$ cat src/rtl/clk_div_pkg.sv
// clk_div_pkg: shared constants, types and helpers for the clk_div_bank slice.
//   MIN_DIV    : smallest legal period, in clk cycles
//   DFLT_DIV_W : default period-field width
//   ch_cfg_t   : one channel request {div, en} at the default width
//   div_legal  : period legality check used by the config decoder
package clk_div_pkg;

   localparam int MIN_DIV    = 2;
   localparam int DFLT_DIV_W = 8;

   typedef struct packed {
      logic [DFLT_DIV_W-1:0] div;
      logic                  en;
   } ch_cfg_t;

   function automatic logic div_legal(input int unsigned d);
      return d >= MIN_DIV;
   endfunction

endpackage

$ cat src/rtl/clk_div_bank_ch.sv
// clk_div_ch: one divided-clock channel.
//   clk, rst          : bench clock, synchronous active-high reset
//   load, div, en     : accepted config for this channel (one-cycle strobe)
//   pend              : a config is parked in the shadow, waiting for a boundary
//   ch_clk, ch_tick   : registered divided clock and its rising-edge pulse
//   ch_active         : channel running
module clk_div_ch
   import clk_div_pkg::*;
#(
   parameter int DIV_W   = 8,
   parameter int RST_DIV = 4
) (
   input  logic             clk,
   input  logic             rst,
   input  logic             load,
   input  logic [DIV_W-1:0] div,
   input  logic             en,
   output logic             pend,
   output logic             ch_clk,
   output logic             ch_tick,
   output logic             ch_active
);

   typedef struct packed {
      logic [DIV_W-1:0] div;
      logic             en;
   } shadow_t;

   logic [DIV_W-1:0] cnt, cnt_n, per, per_n;
   shadow_t          shd, shd_n;
   logic             pend_n, act_n, bnd;

   assign bnd = (cnt == per - 1'b1);

   always_comb begin
      cnt_n  = cnt;
      per_n  = per;
      act_n  = ch_active;
      pend_n = pend;
      shd_n  = shd;
      if (ch_active) begin
         // Changes only land on a boundary so no runt pulse is emitted.
         if (bnd) begin
            cnt_n = '0;
            if (pend) begin
               per_n  = shd.div;
               act_n  = shd.en;
               pend_n = 1'b0;
            end
         end else begin
            cnt_n = cnt + 1'b1;
         end
         // pend is registered, so a request taken in a boundary cycle
         // waits for the next boundary. load never arrives while pend=1.
         if (load) begin
            shd_n  = '{div: div, en: en};
            pend_n = 1'b1;
         end
      end else if (load) begin
         per_n = div;
         act_n = en;
         cnt_n = '0;
      end
   end

   always_ff @(posedge clk) begin
      if (rst) begin
         cnt       <= '0;
         per       <= DIV_W'(RST_DIV);
         shd       <= '0;
         pend      <= 1'b0;
         ch_active <= 1'b0;
         ch_clk    <= 1'b0;
         ch_tick   <= 1'b0;
      end else begin
         cnt       <= cnt_n;
         per       <= per_n;
         shd       <= shd_n;
         pend      <= pend_n;
         ch_active <= act_n;
         // Outputs come from next-state so they line up with the counter.
         ch_clk    <= act_n & (cnt_n < (per_n >> 1));
         ch_tick   <= act_n & (cnt_n == '0);
      end
   end

endmodule

$ cat src/rtl/clk_div_bank.sv
// clk_div_bank: NUM_CH programmable clock dividers behind one valid/ready port.
//   clk, rst                    : bench clock, synchronous active-high reset
//   cfg_valid/cfg_ready         : config handshake; ready = channel not pending
//   cfg_ch, cfg_div, cfg_en     : target channel, period, enable
//   cfg_err                     : one-cycle pulse after a rejected transfer
//   ch_clk, ch_tick, ch_active  : per-channel outputs
module clk_div_bank
   import clk_div_pkg::*;
#(
   parameter  int NUM_CH  = 4,
   parameter  int DIV_W   = 8,
   parameter  int RST_DIV = 4,
   localparam int CH_W    = (NUM_CH > 1) ? $clog2(NUM_CH) : 1
) (
   input  logic              clk,
   input  logic              rst,
   input  logic              cfg_valid,
   output logic              cfg_ready,
   input  logic [CH_W-1:0]   cfg_ch,
   input  logic [DIV_W-1:0]  cfg_div,
   input  logic              cfg_en,
   output logic              cfg_err,
   output logic [NUM_CH-1:0] ch_clk,
   output logic [NUM_CH-1:0] ch_tick,
   output logic [NUM_CH-1:0] ch_active
);

   localparam int PAD = 1 << CH_W;

   logic [NUM_CH-1:0] pend_v, load_v;
   logic [PAD-1:0]    pend_pad;
   logic              in_rng, xfer, bad;

   // Unused channel codes read as not-pending, so they are always ready.
   always_comb begin
      pend_pad             = '0;
      pend_pad[NUM_CH-1:0] = pend_v;
   end

   generate
      if (PAD > NUM_CH) begin : g_rng
         assign in_rng = (cfg_ch < CH_W'(NUM_CH));
      end else begin : g_full
         assign in_rng = 1'b1;
      end
   endgenerate

   assign cfg_ready = ~pend_pad[cfg_ch];
   assign xfer      = cfg_valid & cfg_ready;
   assign bad       = ~in_rng | ~div_legal(32'(cfg_div));

   always_ff @(posedge clk) begin
      if (rst) cfg_err <= 1'b0;
      else     cfg_err <= xfer & bad;
   end

   generate
      for (genvar i = 0; i < NUM_CH; i++) begin : g_ch
         assign load_v[i] = xfer & ~bad & (cfg_ch == CH_W'(i));
         clk_div_ch #(.DIV_W(DIV_W), .RST_DIV(RST_DIV)) u_ch (
            .clk       (clk),
            .rst       (rst),
            .load      (load_v[i]),
            .div       (cfg_div),
            .en        (cfg_en),
            .pend      (pend_v[i]),
            .ch_clk    (ch_clk[i]),
            .ch_tick   (ch_tick[i]),
            .ch_active (ch_active[i])
         );
      end
   endgenerate

endmodule

$ cat config.mk
export PLATFORM = sky130hd
export DESIGN_NAME = clk_div_bank
export DESIGN_NICKNAME = d
export VERILOG_FILES = /design/src/rtl/clk_div_pkg.sv /design/src/rtl/clk_div_bank_ch.sv /design/src/rtl/clk_div_bank.sv
export SDC_FILE = /design/constraint.sdc
export NUM_CORES = 1
export LEC_CHECK = 0
export BUFFER_PORTS_ARGS = -buffer_cell sky130_fd_sc_hd__buf_2
export CORE_UTILIZATION = 30
export DETAILED_ROUTE_END_ITERATION = 6
export SLEW_MARGIN = 30
export SYNTH_ARGS = -nofsm -noshare
export SYNTH_HDL_FRONTEND = slang
export SYNTH_SLANG_ARGS = --single-unit
$ cat constraint.sdc
create_clock -name clk -period 5.6 [get_ports clk]
set_clock_uncertainty 0.2 [all_clocks]
set_input_delay 0.28 -clock clk [delete_from_list [all_inputs] [get_ports clk]]
set_output_delay 0.28 -clock clk [all_outputs]
set_load 0.01 [all_outputs]
==> metrics.md, run 1 <==
| Metric | Value |
|---|---|
| Status | `finished, final reports clean` |
| Layout overhead on the synthesized area | `11.70%` |
| Switching share of power | `0.2411` |
| Die W | `158.7 um` |
| Vias per cell | `5.187` |
| Share of flip-flops with an asynchronous set or reset | `0` |
| Net switching power | `515.3 uW` |
| Pin count of the biggest net entering global routing | `84` |
| Clk sinks | `117` |
| Netlist cell types | `79` |
| Final cell count without fillers | `1,196` |
| Area fraction of the dominant cell type after synthesis | `0.3178` |
| Reg2Reg Depth | `13` |
| Clock share of power | `0.499` |
| First-pass GRT wire length | `31.19 mm` |
| WS Path Type | `flip-flop to flip-flop` |
| Area contributors post-synth | `dfxtp_1 32%, mux2i_1 9.0%, ha_1 5.4%, nor2_1 4.9%, mux2_2 3.4%` |
| Die Area | `25,200 sq um` |
| Final Max Tran Viols | `0` |
| EDFF count, synth | `0` |
| Comb power frac | `0.092` |
| Crit. path cell count | `13` |
| CTS max path bufs | `2` |
| Synth Area in Adders | `0.05432` |
| Mux cell area share after synthesis | `0.1232` |
| Max Cap Viol | `0` |
| Wirelength per Cell | `15.61 um` |
| 1st-iter DRT viols | `420` |
| Number of synthesized register bits | `117` |
| Family with the most delay on the worst path | `compound AO/OA/AOI/OAI gates` |
| Mapped cell area | `7371 sq um` |
| DRT Pass-1 Iters | `5` |
| Critical Path End Type | `flip-flop` |
| Most common cell in the synthesized netlist | `dfxtp_1` |
| Startpoint types | `flip-flop` |
| Area leader, netlist | `dfxtp_1` |
| Initial Util | `0.3103` |
| Syn avg cell area | `8.405 sq um` |
| Peak supply drop | `0.0002001 V` |
| CTS Hold Bufs | `0` |
| Row cnt | `56` |
| HPWL Detailed | `13.36 mm` |
| Internal | `1622 uW` |
| WHS Path Cells | `3` |
| CTS tree | `done` |
| Worst-Margin Slew | `0.9430 ns` |
| Seq/Total Area, Yosys | `0.3178` |
| Antenna viol nets, final | `0` |
| Worst-Skew Late Latency | `0.42 ns` |
| Slew margin rel. | `0.3713` |
| Post-cts sizing count | `0` |
| Layout cells sized above 1 | `0.1163` |
| Final Setup Violations | `0` |
| # port buffers | `27` |
| Core area | `23,750 sq um` |
| Dominant combinational cell family by area after synthesis | `simple AND/OR/NAND/NOR gates` |
| Period utilisation layout | `0.7405` |
| XOR/XNOR Fraction of Synth Area | `0.04991` |
| Total CTS buffers | `17` |
| Tmin final | `4.147 ns` |
| Ant. Diodes | `0` |
| Clock root cell | `clkbuf_16` |
| Critical path's slowest cell | `o21ai_1` |
| Yosys warning total | `0` |
| Hold Vio Cnt, Final | `0` |
| Sequential share of power | `0.408` |
| Layout Nets | `910` |
| Final setup TNS | `0 ns` |
| Cells along the critical path | `inv_1 -> ha_1 -> nor3b_1 -> nand4b_1 -> a41oi_1 -> o21ai_0 -> o21ai_1 -> o21ai_0 -> ha_1 -> a211oi_1 -> o211a_1 -> o211ai_1 -> a2111oi_1` |
| PwrDens | `259.6 nW/um^2` |
| Total power | `2137 uW` |
| Die Y | `158.7 um` |
| Ports | `28` |
| Critical Path RT | `5.69 ns` |
| Placed Cells incl. Taps | `1,164` |
| Worst path bufs/invs | `1` |
| Crit-path max cell delay | `0.49 ns` |
| DR vias | `6,204` |
| Fmax | `0.2412 GHz` |
| Post-Syn Nets | `923` |
| DRC errors left | `0` |
| H-tree levels | `4` |
| Clk slew on worst S/H paths | `0.05 ns` |
| Leakage | `0.003516 uW` |
| RSZ-0062 raised after global routing | `false` |
| GRT Util Overall | `0.1521` |
| Crit path DAT | `4.24 ns` |
| Commonest cells in the netlist | `117 x dfxtp_1, 96 x nor2_1, 66 x mux2i_1, 58 x nand2_1, 48 x clkbuf_1` |
| GP Congestion | `0.8329` |
| Cells after synthesis | `877` |
| GRT overflow | `0` |
| Synth Flop Type | `dfxtp_1` |
| Routed WL | `18.67 mm` |
| Min-Delay Path Class | `input port to flip-flop` |
| Post-synthesis compound-gate area fraction | `0.1630` |
| Number of global-route vias before repair | `6,018` |
| Simple-Gate Fraction of Synth Area | `0.2383` |
| Max FO, Critical Path | `7` |
| Final core utilization | `0.3466` |
| Fill cells | `2,499` |
| Antenna violations before repair | `0` |
| Post-CTS Repair Setup Buffers | `0` |
[area by class of cell]
cell class,instances,area (sq um),share of cell area
Clock buffer,30,544.3,0.06611
Clock inverter,2,35.03,0.004255
Inverter,30,112.6,0.01368
Multi-Input combinational cell,667,4634,0.5629
Sequential cell,117,2342,0.2845
Tap cell,319,399.1,0.04848
Timing Repair Buffer,31,165.2,0.02006
[worst paths after layout]
path | startpoint | end | slack [ns]
setup / recovery | g_ch[0].u_ch.per[0]$_SDFFE_PP0P_ | g_ch[0].u_ch.ch_clk$_SDFF_PP0_ | 1.45
hold reg to reg | g_ch[0].u_ch.shd[0]$_SDFFE_PP0P_ | g_ch[0].u_ch.shd[0]$_SDFFE_PP0P_ | 0.26
setup reg to reg | g_ch[0].u_ch.per[0]$_SDFFE_PP0P_ | g_ch[0].u_ch.ch_clk$_SDFF_PP0_ | 1.45
hold / removal | cfg_en | g_ch[3].u_ch.shd[0]$_SDFFE_PP0P_ | 0.01
[metrics by stage]
step	worst slack (ns)	hold slack (ns)	instance area, sq um
2_1_floorplan	1.891	0.2239	7371
3_3_place_gp	1.469	0.2440	7654
3_5_place_dp	1.498	0.2519	7654
4_1_cts	1.475	0.004609	8233
5_1_grt	1.123	0.01303	8233
6_report	1.453	0.01052	8233
[power by group through the flow]
stage                     clock (uW)  combinational, uW  sequential [uW]
after floorplan                    0                156              878
after global placement             0                195              890
after detailed placement           0                197              890
after CTS                       1080                198              873
after global routing            1120                219              875
final                           1070                197              873
[worst reg2reg max path, stage by stage (launching register included)]
cell,delay (ns)
dfxtp_1,0.35
inv_1,0.07
ha_1,0.18
nor3b_1,0.44
nand4b_1,0.15
a41oi_1,0.28
o21ai_0,0.20
o21ai_1,0.49
o21ai_0,0.27
ha_1,0.36
a211oi_1,0.26
o211a_1,0.19
o211ai_1,0.13
a2111oi_1,0.44
[cell families (layout without fill, tap and decap cells)]
logic type,after synthesis,after routing
buffers and inverters,93,93
muxes,88,88
DFF,117,117
xor gates and xnor gates,42,42
adders and majority gates,32,32
AOI/OAI and AO/OA,172,172
and+or+nand+nor,333,333
[placed cells by master, fill, tap and decap left out, types with 22 or more instances in the layout]
cell type  netlist  final
dfxtp_1        117    117
nor2_1          96     96
mux2i_1         66     66
nand2_1         58     58
a21oi_1         43     43
ha_1            32     32
inv_1           30     30
nand3_1         30     30
xnor2_1         28     28
o21ai_0         28     28
buf_2            0     27
mux2_2          22     22
and2_1          22     22
[flip-flops by register name (all words and copies together), names as in the netlist]
name	count
g_ch.u_ch.shd	36
g_ch.u_ch.per	32
g_ch.u_ch.pend	4
g_ch.u_ch.ch_tick	4
g_ch.u_ch.ch_clk	4
cfg_err	1
g_ch.u_ch.cnt	32
g_ch.u_ch.ch_active	4
[metal layers]
| metal | vias up | track usage | share of wire |
|---|---|---|---|
| met3 | 27 | 0.02482 | 0.029 |
| li1 | 3119 | - | - |
| met1 | 2945 | 0.1982 | 0.48 |
| met2 | 113 | 0.2540 | 0.47 |
| met5 | - | 0 | 0 |
| met4 | 0 | 0.04854 | 0.016 |
No activity file was read; power rests on OpenSTA's default activity.
==> run 2: changes to the inputs <==
- ABC_AREA: unset -> 1
- clock period: 5.6 -> 4.2 ns (I/O delays scaled with it)
==> metrics.md, run 2 <==
| Metric | Value |
|---|---|
| Antenna violations before repair | `0` |
| Core area | `23,610 sq um` |
| GRT overflow | `0` |
| Max reg flops | `36` |
| Total power | `3089 uW` |
| DRC errors left | `0` |
| Reg2Reg Depth | `19` |
| Final Max Tran Viols | `0` |
| Worst-Margin Slew | `0.7143 ns` |
| GP Congestion | `0.9303` |
| Startpoint types | `flip-flop` |
| Final setup TNS | `0 ns` |
| CTS tree | `done` |
| Clk slew on worst S/H paths | `0.06 ns` |
| Die Area | `24,920 sq um` |
| Post-CTS Repair Setup Buffers | `0` |
| RSZ-0062 raised after global routing | `false` |
| Largest Register | `g_ch.u_ch.shd` |
| Die W | `157.9 um` |
| Max FO, Critical Path | `9` |
| Slew margin rel. | `0.5238` |
| Reg-to-reg endpoint | `g_ch[1].u_ch.ch_clk$_SDFF_PP0_` |
| 1st-iter DRT viols | `396` |
| Critical Path End Type | `flip-flop` |
| Wirelength per Cell | `13.40 um` |
| GRT Util Overall | `0.1643` |
| Fmax | `0.3138 GHz` |
| Area fraction of the dominant cell type after synthesis | `0.3214` |
| Hold Vio Cnt, Final | `0` |
| DRT Pass-1 Iters | `5` |
| Most common cell in the synthesized netlist | `nand2_1` |
| PwrDens | `371.1 nW/um^2` |
| Initial Util | `0.3086` |
| Tmin final | `3.187 ns` |
| Max Cap Viol | `0` |
| Crit path DAT | `3.34 ns` |
| Cells after synthesis | `1,076` |
| Min-Delay Path Class | `input port to flip-flop` |
| Biggest regs | `g_ch.u_ch.shd: 36 flops, g_ch.u_ch.cnt: 32 flops, g_ch.u_ch.per: 32 flops` |
| HPWL Detailed | `14.43 mm` |
| Commonest cells in the netlist | `220 x nand2_1, 156 x inv_1, 133 x nor2_1, 117 x dfxtp_1, 69 x a21oi_1` |
| Commonest non-fill, non-tap cells in the layout | `220 x nand2_1, 155 x inv_1, 133 x nor2_1` |
| Fill cells | `2,530` |
| CTS Hold Bufs | `7` |
| Share of flip-flops with an asynchronous set or reset | `0` |
| Netlist cell types | `50` |
| CTS max path bufs | `2` |
| Layout cells sized above 1 | `0.1154` |
| Worst reg2reg setup slack | `1.01 ns` |
| Clk sinks | `117` |
| Leakage | `0.003868 uW` |
| Period utilisation layout | `0.7589` |
| Critical path launch point | `g_ch[1].u_ch.per[0]$_SDFFE_PP0P_` |
| Commonest non-fill, non-tap cell in the layout | `nand2_1` |
| Mapped cell area | `7287 sq um` |
| Status | `finished, final reports clean` |
| Number of synthesized register bits | `117` |
| Layout Nets | `1,142` |
| First-pass GRT wire length | `31.82 mm` |
| WS Path Type | `flip-flop to flip-flop` |
| Peak supply drop | `0.0001930 V` |
| Number of global-route vias before repair | `6,482` |
| Post-cts sizing count | `0` |
| Worst-Skew Late Latency | `0.42 ns` |
| Post-Syn Nets | `1,122` |
| Area contributors post-synth | `dfxtp_1 32%, nand2_1 11%, inv_1 8.0%, nor2_1 6.9%, ha_1 5.5%` |
| Setup crit end | `g_ch[1].u_ch.ch_clk$_SDFF_PP0_` |
| Clock root cell | `clkbuf_16` |
| Final Setup Violations | `0` |
| Ports | `28` |
| Synth Flop Type | `dfxtp_1` |
| Seq/Total Area, Yosys | `0.3214` |
| WHS Path Cells | `4` |
| Total CTS buffers | `17` |
| EDFF count, synth | `0` |
| Vias per cell | `4.753` |
| Critical Path RT | `4.36 ns` |
| WHS | `0.01886 ns` |
| FF-to-FF Start | `g_ch[1].u_ch.per[0]$_SDFFE_PP0P_` |
| Area leader, netlist | `dfxtp_1` |
| Antenna viol nets, final | `0` |
| Yosys warning total | `0` |
| Post-route cell area | `8325 sq um` |
| # port buffers | `27` |
| Multi-input logic area | `4101 sq um` |
| DP Area | `7626 sq um` |
| Syn avg cell area | `6.772 sq um` |
| Die Y | `157.9 um` |
| Pin count of the biggest net entering global routing | `41` |
| Layout overhead on the synthesized area | `14.25%` |
| Sequential Area | `2342 sq um` |
| Row cnt | `56` |
| Routed WL | `19.14 mm` |
| Ant. Diodes | `0` |
| H-tree levels | `4` |
| DR vias | `6,787` |
run 2: changes by cell type in the layout (fill, tap and decap cells not counted), sizes merged, moves of 22 or more:
cell,previous run,this run
inv,30,167
a21oi,43,76
and2,22,0
mux2,22,0
o22ai,3,26
nor2,96,149
mux2i,66,0
nand3,31,64
o21ai,30,66
nand2,59,235
run 2: power by group:
group	switching, uW	internal [uW]	leakage (uW)
clock network	544	996	0.000301
registers	27.4	1140	0.000947
logic	252	131	0.00262
run 2: critical path, stage by stage, from the launching register on:
cell and delay, ns:
dfxtp_1 0.38, inv_1 0.08, ha_1 0.24, xnor2_1 0.22, inv_1 0.06, nand2_1 0.06
nand3_1 0.06, nor2_1 0.21, nand4_2 0.22, nor2_4 0.19, inv_2 0.10, nand2_1 0.07
nand3_1 0.06, o221ai_1 0.13, ha_1 0.31, a21oi_1 0.13, nor2_1 0.05, nor3_1 0.16
nand2_1 0.07, a21oi_1 0.13
run 2: cells by family after synthesis:
logic type      after synthesis  synth area share
fa+ha+maj                    32           0.05494
buf+inv                     203            0.1157
simple gates                489            0.2998
compound gates              192            0.1545
xor+xnor                     43           0.05357
flops                       117            0.3214
run 2: area by class of cell:
cell class              instances  share of cell area
clock buffers                  21             0.05771
clock inverters                11             0.01788
inverters                     168             0.07604
multi-input cells             756              0.4926
flip-flops and latches        117              0.2813
well taps                     319             0.04794
repair buffers                 36             0.02645
run 2: per-layer routing:
metal | global-route usage | wire length, um | up-vias
met5 | 0 | 0 | -
met4 | 0.06611 | 357 | 0
met3 | 0.02546 | 587 | 27
met2 | 0.2857 | 9347 | 127
met1 | 0.2013 | 8847 | 3131
li1 | - | - | 3502
run 2: metrics by stage:
stage / std cells / utilization / worst slack [ns]
after floorplan: 1076 / - / 1.448
after global placement: 1389 / 0.3230 / 1.086
after detailed placement: 1389 / 0.3230 / 1.074
after CTS: 1428 / 0.3526 / 1.042
after global routing: 1428 / 0.3526 / 0.5792
final: 1428 / 0.3526 / 1.013
run 2: worst min path at each step:
| stage | from | to | slack [ns] |
|---|---|---|---|
| detailed placement | g_ch[3].u_ch.per[0]$_SDFFE_PP0P_ | g_ch[3].u_ch.per[0]$_SDFFE_PP0P_ | 0.27 |
| global placement | g_ch[3].u_ch.per[0]$_SDFFE_PP0P_ | g_ch[3].u_ch.per[0]$_SDFFE_PP0P_ | 0.27 |
| finish | cfg_div[3] | cfg_err$_SDFF_PP0_ | 0.02 |
| global route | cfg_div[3] | cfg_err$_SDFF_PP0_ | 0.04 |
| CTS | cfg_div[3] | cfg_err$_SDFF_PP0_ | 0.009 |
| floorplan | cfg_div[7] | g_ch[2].u_ch.per[7]$_SDFF_PP0_ | 0.18 |
